<file path="config.mk">
export PLATFORM = sky130hd
export DESIGN_NAME = recv_phy_deframer_flat
export DESIGN_NICKNAME = d
export VERILOG_FILES = /design/src/rtl/recv_pkg.sv /design/src/rtl/recv_phy_deframer_if.sv /design/src/rtl/recv_crc32.sv /design/src/rtl/recv_phy_deframer.sv /design/src/flat_wrapper.sv
export SDC_FILE = /design/constraint.sdc
export NUM_CORES = 1
export LEC_CHECK = 0
export ABC_AREA = 1
export BUFFER_PORTS_ARGS = -buffer_cell sky130_fd_sc_hd__buf_2
export CORE_ASPECT_RATIO = 1.75
export CORE_UTILIZATION = 40
export DETAILED_ROUTE_END_ITERATION = 8
export PLACE_DENSITY = 0.63
export SLEW_MARGIN = 20
export SYNTH_ARGS = -nofsm -noshare
export SYNTH_HDL_FRONTEND = slang
export SYNTH_SLANG_ARGS = --single-unit
</file>
<file path="constraint.sdc">
create_clock -name clk_phy -period 1.49 [get_ports clk_phy]
set_input_delay 0.149 -clock clk_phy [delete_from_list [all_inputs] [get_ports clk_phy]]
set_output_delay 0.149 -clock clk_phy [all_outputs]
set_load 0.01 [all_outputs]
</file>
<file path="src/rtl/recv_pkg.sv">
// -----------------------------------------------------------------------------
// recv_pkg
// Shared definitions for the receive PHY deframer and its CRC checker:
//   - rx_state_e     : deframer FSM states
//   - nibble markers : preamble and start-of-frame-delimiter nibbles
//   - CRC constants  : reflected polynomial, init value, good-frame residue
//   - ctrl block     : field indices of the two length fields (shared with xmit)
//   - bit_reverse32  : helper to compare the reflected CRC against the residue
// -----------------------------------------------------------------------------
package recv_pkg;

  typedef enum logic [1:0] {
    IDLE = 2'd0,
    PRE  = 2'd1,
    DATA = 2'd2,
    DROP = 2'd3
  } rx_state_e;

  localparam logic [3:0]  PREAMBLE_NIB  = 4'h5;
  localparam logic [3:0]  SFD_NIB       = 4'hD;

  // CRC-32, polynomial 04C11DB7 processed LSB-first (reflected form EDB88320).
  localparam logic [31:0] CRC_POLY_REFL = 32'hEDB88320;
  localparam logic [31:0] CRC_INIT      = 32'hFFFFFFFF;
  // Residue of a frame with a correct FCS, in normal (non-reflected) bit order.
  localparam logic [31:0] CRC_RESIDUE   = 32'hC704DD7B;

  // Control block = two length fields of LEN_W bits each.
  // Field k occupies bits [k*LEN_W +: LEN_W].
  localparam int CTRL_LEN_A_IDX = 0;
  localparam int CTRL_LEN_B_IDX = 1;
  localparam int CTRL_FIELDS    = 2;

  function automatic logic [31:0] bit_reverse32(input logic [31:0] v);
    logic [31:0] r;
    for (int i = 0; i < 32; i++) r[i] = v[31-i];
    return r;
  endfunction

endpackage

</file>
<file path="src/rtl/recv_phy_deframer_if.sv">
// -----------------------------------------------------------------------------
// recv_phy_deframer_if
// Bundles the PHY-side receive pins and the deframer's byte/control outputs.
//   phy_rx_dv, phy_rx_er, phy_data_in : from PHY (driven by master)
//   r_data_out, r_data_valid          : assembled byte stream (driven by slave)
//   r_ctrl_out, r_frame_valid         : {len,len} control block + accept strobe
//   r_discard_en                      : reject strobe
// Modports:
//   master : PHY / environment side
//   slave  : deframer side
// -----------------------------------------------------------------------------
interface recv_phy_deframer_if #(
  parameter int LEN_W = 12
);

  logic               phy_rx_dv;
  logic               phy_rx_er;
  logic [3:0]         phy_data_in;

  logic [7:0]         r_data_out;
  logic               r_data_valid;
  logic [2*LEN_W-1:0] r_ctrl_out;
  logic               r_frame_valid;
  logic               r_discard_en;

  modport master (
    output phy_rx_dv, phy_rx_er, phy_data_in,
    input  r_data_out, r_data_valid, r_ctrl_out, r_frame_valid, r_discard_en
  );

  modport slave (
    input  phy_rx_dv, phy_rx_er, phy_data_in,
    output r_data_out, r_data_valid, r_ctrl_out, r_frame_valid, r_discard_en
  );

endinterface

</file>
<file path="src/rtl/recv_crc32.sv">
// -----------------------------------------------------------------------------
// recv_crc32
// Byte-wide CRC-32 (reflected, init FFFFFFFF) with a registered state.
// Ports:
//   clk_phy      in  PHY clock
//   reset        in  synchronous active-low reset
//   init_i       in  reload CRC_INIT (held while the deframer is idle)
//   en_i         in  fold byte_i into the CRC this cycle
//   byte_i       in  data byte
//   residue_ok_o out registered CRC equals the good-frame residue
// -----------------------------------------------------------------------------
module recv_crc32
  import recv_pkg::*;
(
  input  logic       clk_phy,
  input  logic       reset,
  input  logic       init_i,
  input  logic       en_i,
  input  logic [7:0] byte_i,
  output logic       residue_ok_o
);

  logic [31:0] crc_q;
  logic [31:0] crc_d;

  function automatic logic [31:0] crc32_next(input logic [31:0] crc,
                                             input logic [7:0]  data);
    logic [31:0] c;
    c = crc ^ {24'h0, data};
    for (int i = 0; i < 8; i++) begin
      c = c[0] ? ((c >> 1) ^ CRC_POLY_REFL) : (c >> 1);
    end
    return c;
  endfunction

  always_comb begin
    // NOTE: default assignment first so every path drives crc_d -- no latch.
    crc_d = crc_q;
    if (init_i) begin
      crc_d = CRC_INIT;
    end else if (en_i) begin
      crc_d = crc32_next(crc_q, byte_i);
    end
  end

  always_ff @(posedge clk_phy) begin
    // NOTE: non-blocking for state so all flops update from pre-edge values.
    if (!reset) begin
      crc_q <= CRC_INIT;
    end else begin
      crc_q <= crc_d;
    end
  end

  // The register holds the reflected CRC; flip it to compare with the residue.
  assign residue_ok_o = (bit_reverse32(crc_q) == CRC_RESIDUE);

endmodule

</file>
<file path="src/rtl/recv_phy_deframer.sv">
// -----------------------------------------------------------------------------
// recv_phy_deframer
// Receive-side deframer: strips preamble/SFD from the 4-bit PHY stream,
// assembles bytes low-nibble-first, counts the frame length and ends every
// tracked frame with either r_frame_valid (+ {len,len} control block) or
// r_discard_en.
// Ports:
//   clk_phy  in  PHY clock, sole clock
//   reset    in  synchronous active-low reset
//   bus      slave modport of recv_phy_deframer_if (PHY pins + outputs)
// Parameters:
//   LEN_W    length field width (saturating byte count)
//   MIN_LEN  smallest accepted frame (bytes after SFD)
//   MAX_LEN  largest accepted frame (bytes after SFD)
// Build option:
//   RECV_CRC_CHECK_EN  when defined, a CRC-32 over all bytes after SFD must
//                      match the good-frame residue for the frame to be
//                      accepted; otherwise the frame is discarded.
// -----------------------------------------------------------------------------
module recv_phy_deframer
  import recv_pkg::*;
#(
  parameter int LEN_W   = 12,
  parameter int MIN_LEN = 64,
  parameter int MAX_LEN = 2048
) (
  input  logic                 clk_phy,
  input  logic                 reset,
  recv_phy_deframer_if.slave   bus
);

  localparam logic [LEN_W-1:0] MIN_L = LEN_W'(MIN_LEN);
  localparam logic [LEN_W-1:0] MAX_L = LEN_W'(MAX_LEN);

  rx_state_e            state_q;
  logic                 phase_q;      // 0: expecting low nibble, 1: high nibble
  logic                 idle_seen_q;  // previous cycle had rx_dv low
  logic [3:0]           low_q;
  logic [LEN_W-1:0]     len_q;
  logic [LEN_W-1:0]     len_d;
  logic [7:0]           byte_d;
  logic [7:0]           data_q;
  logic                 data_valid_q;
  logic                 frame_valid_q;
  logic                 discard_q;
  logic [2*LEN_W-1:0]   ctrl_q;

  logic                 byte_take;
  logic                 len_ok;
  logic                 crc_ok;

  assign byte_d = {bus.phy_data_in, low_q};
  assign len_d  = (&len_q) ? len_q : len_q + LEN_W'(1);
  assign len_ok = (len_q >= MIN_L) && (len_q <= MAX_L);

  // A completed byte is only accepted while the frame is still within MAX_LEN;
  // the byte that would exceed it sends the FSM to DROP instead.
  assign byte_take = (state_q == DATA) && bus.phy_rx_dv && !bus.phy_rx_er &&
                     phase_q && (len_q < MAX_L);

`ifdef RECV_CRC_CHECK_EN
  recv_crc32 u_crc (
    .clk_phy      (clk_phy),
    .reset        (reset),
    .init_i       (state_q == IDLE),
    .en_i         (byte_take),
    .byte_i       (byte_d),
    .residue_ok_o (crc_ok)
  );
`else
  assign crc_ok = 1'b1;
`endif

  always_ff @(posedge clk_phy) begin
    if (!reset) begin
      state_q       <= IDLE;
      phase_q       <= 1'b0;
      idle_seen_q   <= 1'b0;
      low_q         <= '0;
      len_q         <= '0;
      data_q        <= '0;
      data_valid_q  <= 1'b0;
      frame_valid_q <= 1'b0;
      discard_q     <= 1'b0;
      ctrl_q        <= '0;
    end else begin
      // Strobes are single-cycle; ctrl is only non-zero alongside frame_valid.
      data_valid_q  <= 1'b0;
      frame_valid_q <= 1'b0;
      discard_q     <= 1'b0;
      ctrl_q        <= '0;
      idle_seen_q   <= !bus.phy_rx_dv;

      unique case (state_q)
        IDLE: begin
          // Only a fresh rx_dv rise starts a frame, so the tail of a frame
          // interrupted by reset is ignored.
          if (bus.phy_rx_dv && idle_seen_q) begin
            len_q   <= '0;
            phase_q <= 1'b0;
            state_q <= (bus.phy_data_in == PREAMBLE_NIB) ? PRE : DROP;
          end
        end

        PRE: begin
          if (!bus.phy_rx_dv) begin
            state_q <= IDLE;
          end else if (bus.phy_rx_er) begin
            state_q <= DROP;
          end else if (bus.phy_data_in == SFD_NIB) begin
            state_q <= DATA;
          end else if (bus.phy_data_in != PREAMBLE_NIB) begin
            state_q <= DROP;
          end
        end

        DATA: begin
          if (!bus.phy_rx_dv) begin
            state_q <= IDLE;
            if (!phase_q && len_ok && crc_ok) begin
              frame_valid_q <= 1'b1;
              ctrl_q[CTRL_LEN_A_IDX*LEN_W +: LEN_W] <= len_q;
              ctrl_q[CTRL_LEN_B_IDX*LEN_W +: LEN_W] <= len_q;
            end else begin
              discard_q <= 1'b1;
            end
          end else if (bus.phy_rx_er) begin
            state_q <= DROP;
          end else if (!phase_q) begin
            low_q   <= bus.phy_data_in;
            phase_q <= 1'b1;
          end else begin
            phase_q <= 1'b0;
            if (byte_take) begin
              data_q       <= byte_d;
              data_valid_q <= 1'b1;
              len_q        <= len_d;
            end else begin
              state_q <= DROP;
            end
          end
        end

        DROP: begin
          if (!bus.phy_rx_dv) begin
            state_q   <= IDLE;
            discard_q <= 1'b1;
          end
        end
      endcase
    end
  end

  assign bus.r_data_out    = data_q;
  assign bus.r_data_valid  = data_valid_q;
  assign bus.r_ctrl_out    = ctrl_q;
  assign bus.r_frame_valid = frame_valid_q;
  assign bus.r_discard_en  = discard_q;

endmodule

</file>
<file path="src/flat_wrapper.sv">
// flat-port wrapper written by rule: the top's interface ports become plain ports
module recv_phy_deframer_flat import recv_pkg::*;
#(
  parameter int LEN_W   = 12,
  parameter int MIN_LEN = 64,
  parameter int MAX_LEN = 2048
)
  (clk_phy, reset, bus_phy_rx_dv, bus_phy_rx_er, bus_phy_data_in, bus_r_data_out, bus_r_data_valid, bus_r_ctrl_out, bus_r_frame_valid, bus_r_discard_en);
  recv_phy_deframer_if #(.LEN_W(LEN_W)) bus_i ();
  input  logic clk_phy;
  input  logic reset;
  input wire logic [$bits(bus_i.phy_rx_dv)-1:0] bus_phy_rx_dv;
  input wire logic [$bits(bus_i.phy_rx_er)-1:0] bus_phy_rx_er;
  input wire logic [$bits(bus_i.phy_data_in)-1:0] bus_phy_data_in;
  output wire logic [$bits(bus_i.r_data_out)-1:0] bus_r_data_out;
  output wire logic [$bits(bus_i.r_data_valid)-1:0] bus_r_data_valid;
  output wire logic [$bits(bus_i.r_ctrl_out)-1:0] bus_r_ctrl_out;
  output wire logic [$bits(bus_i.r_frame_valid)-1:0] bus_r_frame_valid;
  output wire logic [$bits(bus_i.r_discard_en)-1:0] bus_r_discard_en;
  assign bus_i.phy_rx_dv = bus_phy_rx_dv;
  assign bus_i.phy_rx_er = bus_phy_rx_er;
  assign bus_i.phy_data_in = bus_phy_data_in;
  assign bus_r_data_out = bus_i.r_data_out;
  assign bus_r_data_valid = bus_i.r_data_valid;
  assign bus_r_ctrl_out = bus_i.r_ctrl_out;
  assign bus_r_frame_valid = bus_i.r_frame_valid;
  assign bus_r_discard_en = bus_i.r_discard_en;
  recv_phy_deframer #(.LEN_W(LEN_W), .MIN_LEN(MIN_LEN), .MAX_LEN(MAX_LEN)) u_core (.clk_phy(clk_phy), .reset(reset), .bus(bus_i));
endmodule
</file>
### Word level (Yosys, flattened, before mapping)

Cells that the tools add are included.

* flip-flop bits (word level): 55
* output and inout port bits: 35
* logic and storage cells: 87

* $add $sub $neg: 1
* $lt $le $gt $ge: 3
* equality and inequality tests: 16
* multiplexer cells: 30
* bitwise logic cells: 6
* reductions and logical operators: 21

Operators by type and width (count)
* $mux 12: 6
* $pmux 12 s2: 1
* $mux 2: 11
* $add 12x1->12 const B: 1
* $ge 12x7->1 const B: 1
* $le 12x12->1 const B: 1
* $lt 12x12->1 const B: 1
* $reduce_and 12->1: 1
* $reduce_and 5->1: 2
* $mux 1: 9
* $ne 2x2->1 const B: 4
* $ne 4x3->1 const B: 2
* $pmux 2 s4: 1
* $reduce_and 4->1: 2
* $logic_and 1x1->1: 7
* $reduce_and 7->1: 1
* $ne 2x1->1 const B: 3
* $not 1->1: 6
* $ne 5x3->1 const B: 1
* $reduce_or 5->1: 1
* $eq 2x2->1 const B: 2
* $eq 4x3->1 const B: 1
* $eq 4x4->1 const B: 1
* $ne 4x4->1 const B: 1
* other kinds (7): 10

### Logic depth before layout (Yosys ltp)

Gate-level depths: netlist of the first run.

* depth in word-level cells: 10
* mapped depth: 10

### Least setup slack after synthesis of the first run

OpenSTA, ideal clock, no wires.

* kind: register to register
* start: register u_core.len_q[1]
* end: register u_core.len_q[10]
* library setup time: 0.115 ns
* arrival: 1.250 ns
* setup slack: 0.125 ns
* stages on the path, launching flop included: 9
* buffers on the path: 0
* clock period less this slack: 1.365 ns
* path through: dfxtp_1 -> ha_1 -> nand3_1 -> nor2_1 -> nand2_1 -> o21ai_0 -> nand2_1 -> nand2_1 -> nor2_1

* cells in the longest elaborated chain, start to end: 7

Ends and longest elaborated chain
* start, declared: line recv_phy_deframer.sv:39 `logic [LEN_W-1:0] len_q;`
* start signal, assigned: line recv_phy_deframer.sv:137 `len_q <= len_d;`
* $add 12x1->12: line recv_phy_deframer.sv:53 `assign len_d = (&len_q) ? len_q : len_q + LEN_W'(1);`
* $mux 12: line recv_phy_deframer.sv:53
* $mux 12: line recv_phy_deframer.sv:134 `if (byte_take) begin`
* $mux 12: line recv_phy_deframer.sv:129 `end else if (!phase_q) begin`
* $mux 12: line recv_phy_deframer.sv:127 `end else if (bus.phy_rx_er) begin`
* $mux 12: line recv_phy_deframer.sv:118 `if (!bus.phy_rx_dv) begin`
* $pmux 12 s2: line recv_phy_deframer.sv:94 `unique case (state_q)`

Parallel ways exist; a longest one is shown, timed or not. The select of a mux whose other input is x is not followed.
A chain may end at the register's enable or synchronous reset.

### Final worst setup path of the first run

* start: register u_core.state_q[1]
* end: register u_core.len_q[2]

* cells in the longest elaborated chain, start to end: 7

Ends and longest elaborated chain
* start, declared: line recv_phy_deframer.sv:35 `rx_state_e state_q;`
* start signal, assigned: line recv_phy_deframer.sv:101 `state_q <= (bus.phy_data_in == PREAMBLE_NIB) ? PRE : DROP;`
* $eq 2x2->1: line recv_phy_deframer.sv:58, recv_phy_deframer.sv:94
* $logic_and 1x1->1 (3 in series): line recv_phy_deframer.sv:58 `assign byte_take = (state_q == DATA) && bus.phy_rx_dv && !bus.phy_rx_er &&`
* $logic_and 1x1->1: line recv_phy_deframer.sv:59 `phase_q && (len_q < MAX_L);`
* $ne 2x1->1 (no source line)
* $reduce_and 7->1 (no source line)

Parallel ways exist; a longest one is shown, timed or not.

==> results of run 1 <==
logic make-up after synthesis:
group	synth area share [%]
fa+ha+maj	1.26
simple gates	28.5
compound gates	13.7
buf+inv	13.3
flops	43.3
cells in the final DEF (no fill, tap or decap), types with 5 or more instances in the layout:
| cell | Yosys | layout |
|---|---|---|
| sky130_fd_sc_hd__nor2_1 | 55 | 53 |
| sky130_fd_sc_hd__nand3_1 | 17 | 15 |
| sky130_fd_sc_hd__a21oi_1 | 16 | 16 |
| sky130_fd_sc_hd__dfxtp_1 | 43 | 39 |
| sky130_fd_sc_hd__buf_4 | 13 | 9 |
| sky130_fd_sc_hd__o21ai_2 | 6 | 6 |
| sky130_fd_sc_hd__inv_1 | 25 | 24 |
| sky130_fd_sc_hd__o21ai_0 | 18 | 17 |
| sky130_fd_sc_hd__clkbuf_8 | 0 | 5 |
| sky130_fd_sc_hd__nand2_1 | 36 | 36 |
| sky130_fd_sc_hd__buf_2 | 3 | 42 |
path summary, 6_finish.rpt:
kind | startpoint | endpoint | slack [ns] | cells past startpoint
setup / recovery | u_core.state_q[1] | u_core.len_q[2] | 0.11 | 7
hold / removal | bus_phy_rx_dv | u_core.idle_seen_q | 0.13 | 2
setup reg to reg | u_core.state_q[1] | u_core.len_q[2] | 0.11 | 7
hold reg to reg | u_core.bus.r_data_out[2] | u_core.bus.r_data_out[2] | 0.48 | 2
routing by layer:
metal / wire [um] / vias up / part of all wire (%)
met1: 1580 / 814 / 37
met4: 102 / 0 / 2.4
met2: 2470 / 44 / 57
met3: 143 / 10 / 3.3
met5: 0 / - / 0
li1: - / 913 / -
power by group:
group,internal (mW),switching (mW)
clock,0.505,0.418
sequential,1.21,0.0641
combinational,0.250,0.413
layout make-up:
cell class | count | area, sq um
Fill cell | 478 | 2350
Tap cell | 52 | 65.1
Timing Repair Buffer | 53 | 309
Inverter | 30 | 118
Sequential cell | 43 | 866
Clock inverter | 3 | 46.3
Clock buffer | 5 | 68.8
Multi-Input combinational cell | 173 | 885
critical path, delay by kind of cell, from the launching register on:
family | cells | cell delay, ns
flops | 1 | 0.36
compound gates | 3 | 0.40
simple gates | 1 | 0.18
buf+inv | 3 | 0.39
state kept, by name (all words and copies together) (netlist names):
name and count:
u_core.low_q 4, u_core.bus.r_frame_valid 1, u_core.bus.r_data_out 8, u_core.bus.r_discard_en 1, u_core.bus.r_ctrl_out 12, u_core.len_q 12
u_core.bus.r_data_valid 1, u_core.state_q 2, u_core.idle_seen_q 1, u_core.phase_q 1
per-stage QoR:
stage                     util [%]  cells  worst slack, ns  instance area, sq um  TNS [ns]
after floorplan                  -    265            0.125                  1990         0
after global placement        46.6    349           0.0206                  2190         0
after detailed placement      46.6    349          -0.0425                  2190   -0.0425
after CTS                     49.1    357           0.0268                  2310         0
after global routing          50.1    359         0.000106                  2360         0
final                         50.1    359            0.109                  2360         0
timing repair:
item / CTS / global route
hold endpoints to repair: 0 / 0
gates cloned: 0 / 0
setup endpoints to repair: 1 / 29
buffers inserted: 0 / 2
pin swaps: 1 / 1
gates resized for setup: 2 / 13
==> flow_summary.toml, run 1 <==
[critical_path]
slowest_stage = "sky130_fd_sc_hd__dfxtp_2"
critical_path_required_ns = 1.73
critPathArrivalTime_ns = 1.62
critical_path.endpoint_type = "flop"
critPathMaxFanout = 8
crit_path_cell_trace = "inv_2 -> nor2_4 -> buf_6 -> inv_1 -> a21oi_1 -> o21ai_2 -> a21oi_2"
start_kind = "flop"
critical_path_class = "reg2reg"
timing.critical_path.slowest_cell_delay_ns = 0.36

[die]
core_sq_um = 4710
fp-row-count = 33
design.die.area_sq_um = 5260
start_util_pct = 42.2
ioPinCount = 43
floorplan.die.height_um = 95.2
fp.dieW_um = 55.3

[job]
maxCapViolations = 0

[synthesis]
synth_cell_type_count = 27
synth_sequential_area_ratio_pct = 43.3
mappedNetlistArea_sq_um = 1990
avgSynthCellArea_sq_um = 7.50
ys_top_cells_by_count = "sky130_fd_sc_hd__nor2_1 (55), sky130_fd_sc_hd__dfxtp_1 (43), sky130_fd_sc_hd__nand2_1 (36), sky130_fd_sc_hd__inv_1 (25), sky130_fd_sc_hd__o21ai_0 (18)"
yosys.cell_count.top_type = "sky130_fd_sc_hd__nor2_1"
syn-num-nets = 275
synth_warnings = 0
synthesis.instances = 265
async_reset_ff_share_pct = 0
ys_top_cells_by_area = "sky130_fd_sc_hd__dfxtp_1 (43%), sky130_fd_sc_hd__nor2_1 (10%), sky130_fd_sc_hd__nand2_1 (6.8%), sky130_fd_sc_hd__buf_4 (4.9%), sky130_fd_sc_hd__inv_1 (4.7%)"
netlist.top_cell.by_area = "sky130_fd_sc_hd__dfxtp_1"
synth-edff-count = 0
synth.ff_latch_count = 43
dominantRegCellSynth = "sky130_fd_sc_hd__dfxtp_1"
portion_of_synthesized_cell_area_occupied_by_the_leading_cell_type_pct = 43.3

[power]
vdd_ir_drop_max_v = 0.000776
power-per-cell-area_nw_per_um2 = 1210
totalPowerFinal_mw = 2.86
leakage_nw = 1.08

[grt]
globalRouteMet1Util_pct = 16.3
global_route.overflow_total = 0
antenna_violations_before_repair = 0
grt_pass1_wl_um = 7130
grt_pass1_vias = 1703
groute.layer.met3.usage_pct = 3.66
global_route.usage.total_pct = 17.1
gr-max-usage-layer = "met2"
maximum_number_of_pins_on_one_net_before_global_route_repair = 24
grtUsageMet2_pct = 33.9

[cts]
h_tree_depth_reported_by_cts = 2
cts-root-buf = "sky130_fd_sc_hd__clkbuf_8"
cts_buffer_depth = 2
tritoncts_clock_tree = "yes"
tritoncts.num_buffers = 5
tritoncts_num_sinks = 43
clk_pin_slew_ns = 0.09
clk-insertion-delay-late_ns = 0.30
post_cts_hold_buffer_count = 0

[cells_and_area]
nets = 316
num_antenna_cells = 0
area_delta_synth_final_pct = 18.6
drive_gt1_share_pct = 31.3

[routing]
post_dr_wirelength_cell_um = 12.0
routed-via-count = 1781
detail-route-antenna-nets = 0
dr.first_iter.drc_count = 49
vias_per_cell = 4.96
drcViolationCount = 0
totalWireLength_um = 4300
detail_route.first_pass.iterations = 4

[timing]
worst-slew-pin-transition_ns = 0.279
drv_slew = 0
hold-worst-slack_ns = 0.126
hold_violations = 0
setup_viol = 0
rsz0062_at_grt = "no"
fin_crit_sh_pct = 92.7
clk_skew_ns = 0.00806
fmaxAchievable_ghz = 0.724
min_period_ns = 1.38
maxSlewHeadroom_pct = 81.3

[run_status]
outcome = "finished clean"

[min_path]
hold_path.class = "in2reg"

[placement]
routabilityCongestion = 0.850
io_buffers = 42
dp.final_hpwl_um = 3240
No activity file was read; power rests on OpenSTA's default activity.
==> inputs of run 2 (changes only) <==
--- a/config.mk
+++ b/config.mk
@@ -11,6 +11,7 @@
 export CORE_UTILIZATION = 40
 export DETAILED_ROUTE_END_ITERATION = 8
 export PLACE_DENSITY = 0.63
+export REMOVE_ABC_BUFFERS = 1
 export SLEW_MARGIN = 20
 export SYNTH_ARGS = -nofsm -noshare
 export SYNTH_HDL_FRONTEND = slang
==> flow_summary.toml, run 2 (synthesis results as in run 1) <==
[run_status]
outcome = "finished clean"

[routing]
met3_length_um = 119
post_dr_wirelength_cell_um = 11.9
detail_route.first_pass.iterations = 4
routed-via-count = 1775
route.met2.wl_um = 2390
dr.first_iter.drc_count = 15
routed.top_layer = "met4"
drcViolationCount = 0
vias_per_cell = 4.90
totalWireLength_um = 4300
detail-route-antenna-nets = 0
drt-met1-wl_um = 1600

[timing]
fin_crit_sh_pct = 95.1
hold_violations = 0
maxSlewHeadroom_pct = 77.1
setup_viol = 0
rsz0062_at_grt = "yes"
fmaxAchievable_ghz = 0.706
fin_tns_setup_ns = 0
min_period_ns = 1.42
clk_skew_ns = 0.00759
worst-slew-pin-transition_ns = 0.341
drv_slew = 0
hold-worst-slack_ns = 0.127

[critical_path]
critical_path_required_ns = 1.68
critPathArrivalTime_ns = 1.61
critical_path.endpoint_type = "flop"
critical_path_class = "reg2reg"
timing.critical_path.slowest_cell_delay_ns = 0.34
critical_path.n_buffers_inverters = 2
crit_path_cell_trace = "inv_1 -> nand3_1 -> o21ai_0 -> nand2_2 -> nand3_2 -> buf_12 -> nor2_1"
start_kind = "flop"
critPathMaxFanout = 13
slowest_stage = "sky130_fd_sc_hd__dfxtp_1"
cp_top_delay_family = "simple AND/OR/NAND/NOR gates"

[cts]
tritoncts_clock_tree = "yes"
tritoncts_num_sinks = 43
clk-insertion-delay-late_ns = 0.29
h_tree_depth_reported_by_cts = 2
cts-root-buf = "sky130_fd_sc_hd__clkbuf_8"
tritoncts.num_buffers = 5
cts_buffer_depth = 2
clk_pin_slew_ns = 0.09

[die]
start_util_pct = 42.2
floorplan.die.height_um = 95.2
fp.dieW_um = 55.3
core_sq_um = 4710
fp-row-count = 33
ioPinCount = 43
design.die.area_sq_um = 5260

[cells_and_area]
drive_gt1_share_pct = 31.6
multi_input_area_sq_um = 877
num_antenna_cells = 0
nets = 319
n_fill_cell = 496
mostFrequentLayoutCells = "sky130_fd_sc_hd__nor2_1 (53), sky130_fd_sc_hd__buf_2 (42), sky130_fd_sc_hd__dfxtp_1 (40), sky130_fd_sc_hd__nand2_1 (35), sky130_fd_sc_hd__inv_1 (24)"
seqCellArea_sq_um = 865
area_delta_synth_final_pct = 19.8
commonest_non_fill_non_tap_cell_in_the_layout = "sky130_fd_sc_hd__nor2_1"

[power]
leakage_nw = 1.10
power-per-cell-area_nw_per_um2 = 1210
totalPowerFinal_mw = 2.88
vdd_ir_drop_max_v = 0.000909

[placement]
routabilityCongestion = 0.847
dp.final_hpwl_um = 3250
io_buffers = 42

[grt]
grt_pass1_wl_um = 7150
grt_pass1_vias = 1676
maximum_number_of_pins_on_one_net_before_global_route_repair = 24
global_route.usage.total_pct = 17.4
global_route.overflow_total = 0
antenna_violations_before_repair = 0

[min_path]
hold_path.class = "in2reg"

[job]
maxCapViolations = 0
==> run 2: worst register-to-register path, cell delays in order, from the launching register on <==
cell	delay (ns)
sky130_fd_sc_hd__dfxtp_1	0.34
sky130_fd_sc_hd__inv_1	0.16
sky130_fd_sc_hd__nand3_1	0.20
sky130_fd_sc_hd__o21ai_0	0.25
sky130_fd_sc_hd__nand2_2	0.09
sky130_fd_sc_hd__nand3_2	0.08
sky130_fd_sc_hd__buf_12	0.14
sky130_fd_sc_hd__nor2_1	0.05
==> run 2: final cells by class <==
class                           count  area share, %
Sequential cell                    43           36.3
Inverter                           30           4.89
Tap cell                           52           2.73
Timing Repair Buffer               56           14.5
Clock inverter                      3           1.84
Multi-Input combinational cell    173           36.9
Clock buffer                        5           2.89
==> run 2: per-stage QoR <==
| stage | cells | setup WS (ns) | instance area [sq um] | utilization (%) |
|---|---|---|---|---|
| 6_report | 362 | 0.0735 | 2380 | 50.6 |
| 3_5_place_dp | 352 | 0.0651 | 2210 | 47.0 |
| 3_3_place_gp | 352 | 0.0789 | 2210 | 47.0 |
| 5_1_grt | 362 | -0.00212 | 2380 | 50.6 |
| 2_1_floorplan | 246 | 0.0527 | 1840 | - |
| 4_1_cts | 360 | 0.0519 | 2330 | 49.4 |
==> run 2: worst paths after layout <==
| path | start | slack [ns] | cells past startpoint | endpoint |
|---|---|---|---|---|
| setup / recovery | u_core.len_q[8] | 0.07 | 7 | u_core.bus.r_ctrl_out[20] |
| setup reg to reg | u_core.len_q[8] | 0.07 | 7 | u_core.bus.r_ctrl_out[20] |
| hold / removal | bus_phy_data_in[0] | 0.13 | 3 | u_core.bus.r_data_out[4] |
| hold reg to reg | u_core.bus.r_data_out[1] | 0.49 | 2 | u_core.bus.r_data_out[1] |
==> run 2: report_power, final <==
| part | switching, mW | total (mW) | internal [mW] |
|---|---|---|---|
| combinational | 0.411 | 0.697 | 0.286 |
| clock | 0.411 | 0.910 | 0.499 |
| sequential | 0.0672 | 1.27 | 1.21 |
==> run 2: timing repair <==
action / in CTS / in global routing
gates resized for setup: 0 / 12
hold buffers: 0 / 0
endpoints found under the setup margin: 0 / 26
setup buffers: 0 / 2
==> run 2: routing by layer <==
layer | vias up | GRT usage, %
met5 | - | 0
li1 | 920 | -
met1 | 803 | 16.0
met2 | 40 | 33.3
met3 | 12 | 3.53
met4 | 0 | 12.3
==> inputs of run 3 (changes only) <==
--- a/config.mk
+++ b/config.mk
@@ -7,8 +7,9 @@
 export LEC_CHECK = 0
 export ABC_AREA = 1
 export BUFFER_PORTS_ARGS = -buffer_cell sky130_fd_sc_hd__buf_2
-export CORE_ASPECT_RATIO = 1.75
 export CORE_UTILIZATION = 40
+export CTS_BUF_LIST = sky130_fd_sc_hd__clkbuf_4
+export CTS_CLUSTER_SIZE = 24
 export DETAILED_ROUTE_END_ITERATION = 8
 export PLACE_DENSITY = 0.63
 export REMOVE_ABC_BUFFERS = 1
==> flow_summary.toml, run 3 (synthesis results as in run 1) <==
[grt]
global_route.overflow_total = 0
grt_pass1_vias = 1530
antenna_violations_before_repair = 0
grt_pass1_wl_um = 6630
maximum_number_of_pins_on_one_net_before_global_route_repair = 24
global_route.usage.total_pct = 16.4

[cells_and_area]
nets = 316
n_fill_cell = 496
seqCellArea_sq_um = 870
mostFrequentLayoutCells = "sky130_fd_sc_hd__nor2_1 (52), sky130_fd_sc_hd__buf_2 (42), sky130_fd_sc_hd__dfxtp_1 (40), sky130_fd_sc_hd__nand2_1 (35), sky130_fd_sc_hd__inv_1 (24)"
instances_no_fill = 374
commonest_non_fill_non_tap_cell_in_the_layout = "sky130_fd_sc_hd__nor2_1"
multi_input_area_sq_um = 895
num_antenna_cells = 0
area_delta_synth_final_pct = 19.5
drive_gt1_share_pct = 31.6

[timing]
setup_viol = 0
maxSlewHeadroom_pct = 83.6
worst-slew-pin-transition_ns = 0.243
rsz0062_at_grt = "yes"
fmaxAchievable_ghz = 0.724
fin_crit_sh_pct = 92.6
post-route-worst-setup-slack_ns = 0.110
min_period_ns = 1.38
drv_slew = 0
hold_violations = 0
clk_skew_ns = 0.0111

[min_path]
hold_path.class = "in2reg"

[power]
leakage_nw = 1.07
switching_share_pct = 30.0
seq_power_share_pct = 45.0
totalPowerFinal_mw = 2.86
cellInternalPower_mw = 2.00
vdd_ir_drop_max_v = 0.000720
power-per-cell-area_nw_per_um2 = 1200
part_of_the_total_power_dissipated_in_combinational_logic_pct = 23.2
power.switching_uw = 858
share_clk_of_total_power_pct = 31.8

[critical_path]
slowest_stage = "sky130_fd_sc_hd__dfxtp_4"
critical_path_required_ns = 1.75
critPathMaxFanout = 7
start_kind = "flop"
critical-path-top-cell-by-count = "sky130_fd_sc_hd__nand2_2"
cp_top_delay_family = "simple AND/OR/NAND/NOR gates"
critical_path.n_buffers_inverters = 2
critical_path_class = "reg2reg"
crit_path_cell_trace = "inv_2 -> nor2_4 -> nand2_2 -> nand2_2 -> nand2_4 -> buf_4 -> a21oi_1 -> nor2_1"
critPathArrivalTime_ns = 1.64
critical_path.endpoint_type = "flop"
timing.critical_path.slowest_cell_delay_ns = 0.39

[cts]
clk-insertion-delay-late_ns = 0.36
cts_buffer_depth = 2
clk_pin_slew_ns = 0.14
tritoncts_clock_tree = "yes"
tritoncts_num_sinks = 43
post_cts_hold_buffer_count = 0
cts-root-buf = "sky130_fd_sc_hd__clkbuf_4"
h_tree_depth_reported_by_cts = 2
tritoncts.num_buffers = 5

[routing]
detail-route-antenna-nets = 0
vias_per_cell = 4.66
routed-via-count = 1741
totalWireLength_um = 3920
post_dr_wirelength_cell_um = 10.5
detail_route.first_pass.iterations = 4
drcViolationCount = 0
dr.first_iter.drc_count = 101

[die]
start_util_pct = 41.8
design.die.area_sq_um = 5250
fp.dieW_um = 72.5
fp-row-count = 25
core_sq_um = 4750
ioPinCount = 43
floorplan.die.height_um = 72.5

[placement]
io_buffers = 42
routabilityCongestion = 0.859
dp.final_hpwl_um = 2930
pre_cts_ws_ns = -0.0242
post_placement_cell_count = 365

[run_status]
outcome = "finished clean"

[job]
maxCapViolations = 0
## run 3: worst min-delay path, cell delays in order
cell and delay, ns:
sky130_fd_sc_hd__buf_2 0.07, sky130_fd_sc_hd__inv_1 0.06, sky130_fd_sc_hd__a21oi_1 0.11
## run 3: final cells by class
cell class,count,area share (%)
clock buffers,5,1.58
clock inverters,3,2.85
inverters,30,4.90
multi-input cells,173,37.7
flip-flops and latches,43,36.6
well taps,67,3.53
repair buffers,53,12.9
## run 3: worst paths after layout
kind,start,to,slack (ns),cells after the start
worst max register to register,u_core.state_q[1],u_core.len_q[0],0.11,8
worst min register to register,u_core.low_q[2],u_core.low_q[2],0.49,2
worst max-delay path,u_core.state_q[1],u_core.len_q[0],0.11,8
worst min-delay path,bus_phy_data_in[0],u_core.low_q[0],0.06,3
## run 3: what timing repair did
item	CTS	global route
hold endpoints to repair	0	0
gates cloned	0	0
endpoints found under the setup margin	1	31
buffers inserted	0	1
resized for setup	1	16
pin swaps	0	2
## run 3: per-layer routing
| layer | share of wire [%] | track usage [%] | wire length (um) |
|---|---|---|---|
| met1 | 46 | 19.7 | 1820 |
| met2 | 48 | 27.4 | 1880 |
| met3 | 4.4 | 4.72 | 172 |
| met4 | 1.4 | 6.97 | 53 |
| met5 | 0 | 0 | 0 |
## run 3: through the flow
| step | instance area [sq um] | TNS, ns | hold slack [ns] | util, % |
|---|---|---|---|---|
| 2_1_floorplan | 1840 | 0 | 0.222 | - |
| 3_3_place_gp | 2220 | 0 | 0.428 | 46.7 |
| 3_5_place_dp | 2220 | -0.0242 | 0.435 | 46.7 |
| 4_1_cts | 2330 | 0 | 0.0446 | 48.9 |
| 5_1_grt | 2370 | -0.0424 | 0.0549 | 49.9 |
| 6_report | 2370 | 0 | 0.0575 | 49.9 |
## run 3: power by group through the flow
stage	combinational [mW]	clock, mW	sequential [mW]
after floorplan	0.431	0	1.28
after global placement	0.624	0	1.29
after detailed placement	0.624	0	1.29
after CTS	0.626	0.936	1.26
after global routing	0.755	0.985	1.29
final	0.662	0.909	1.29
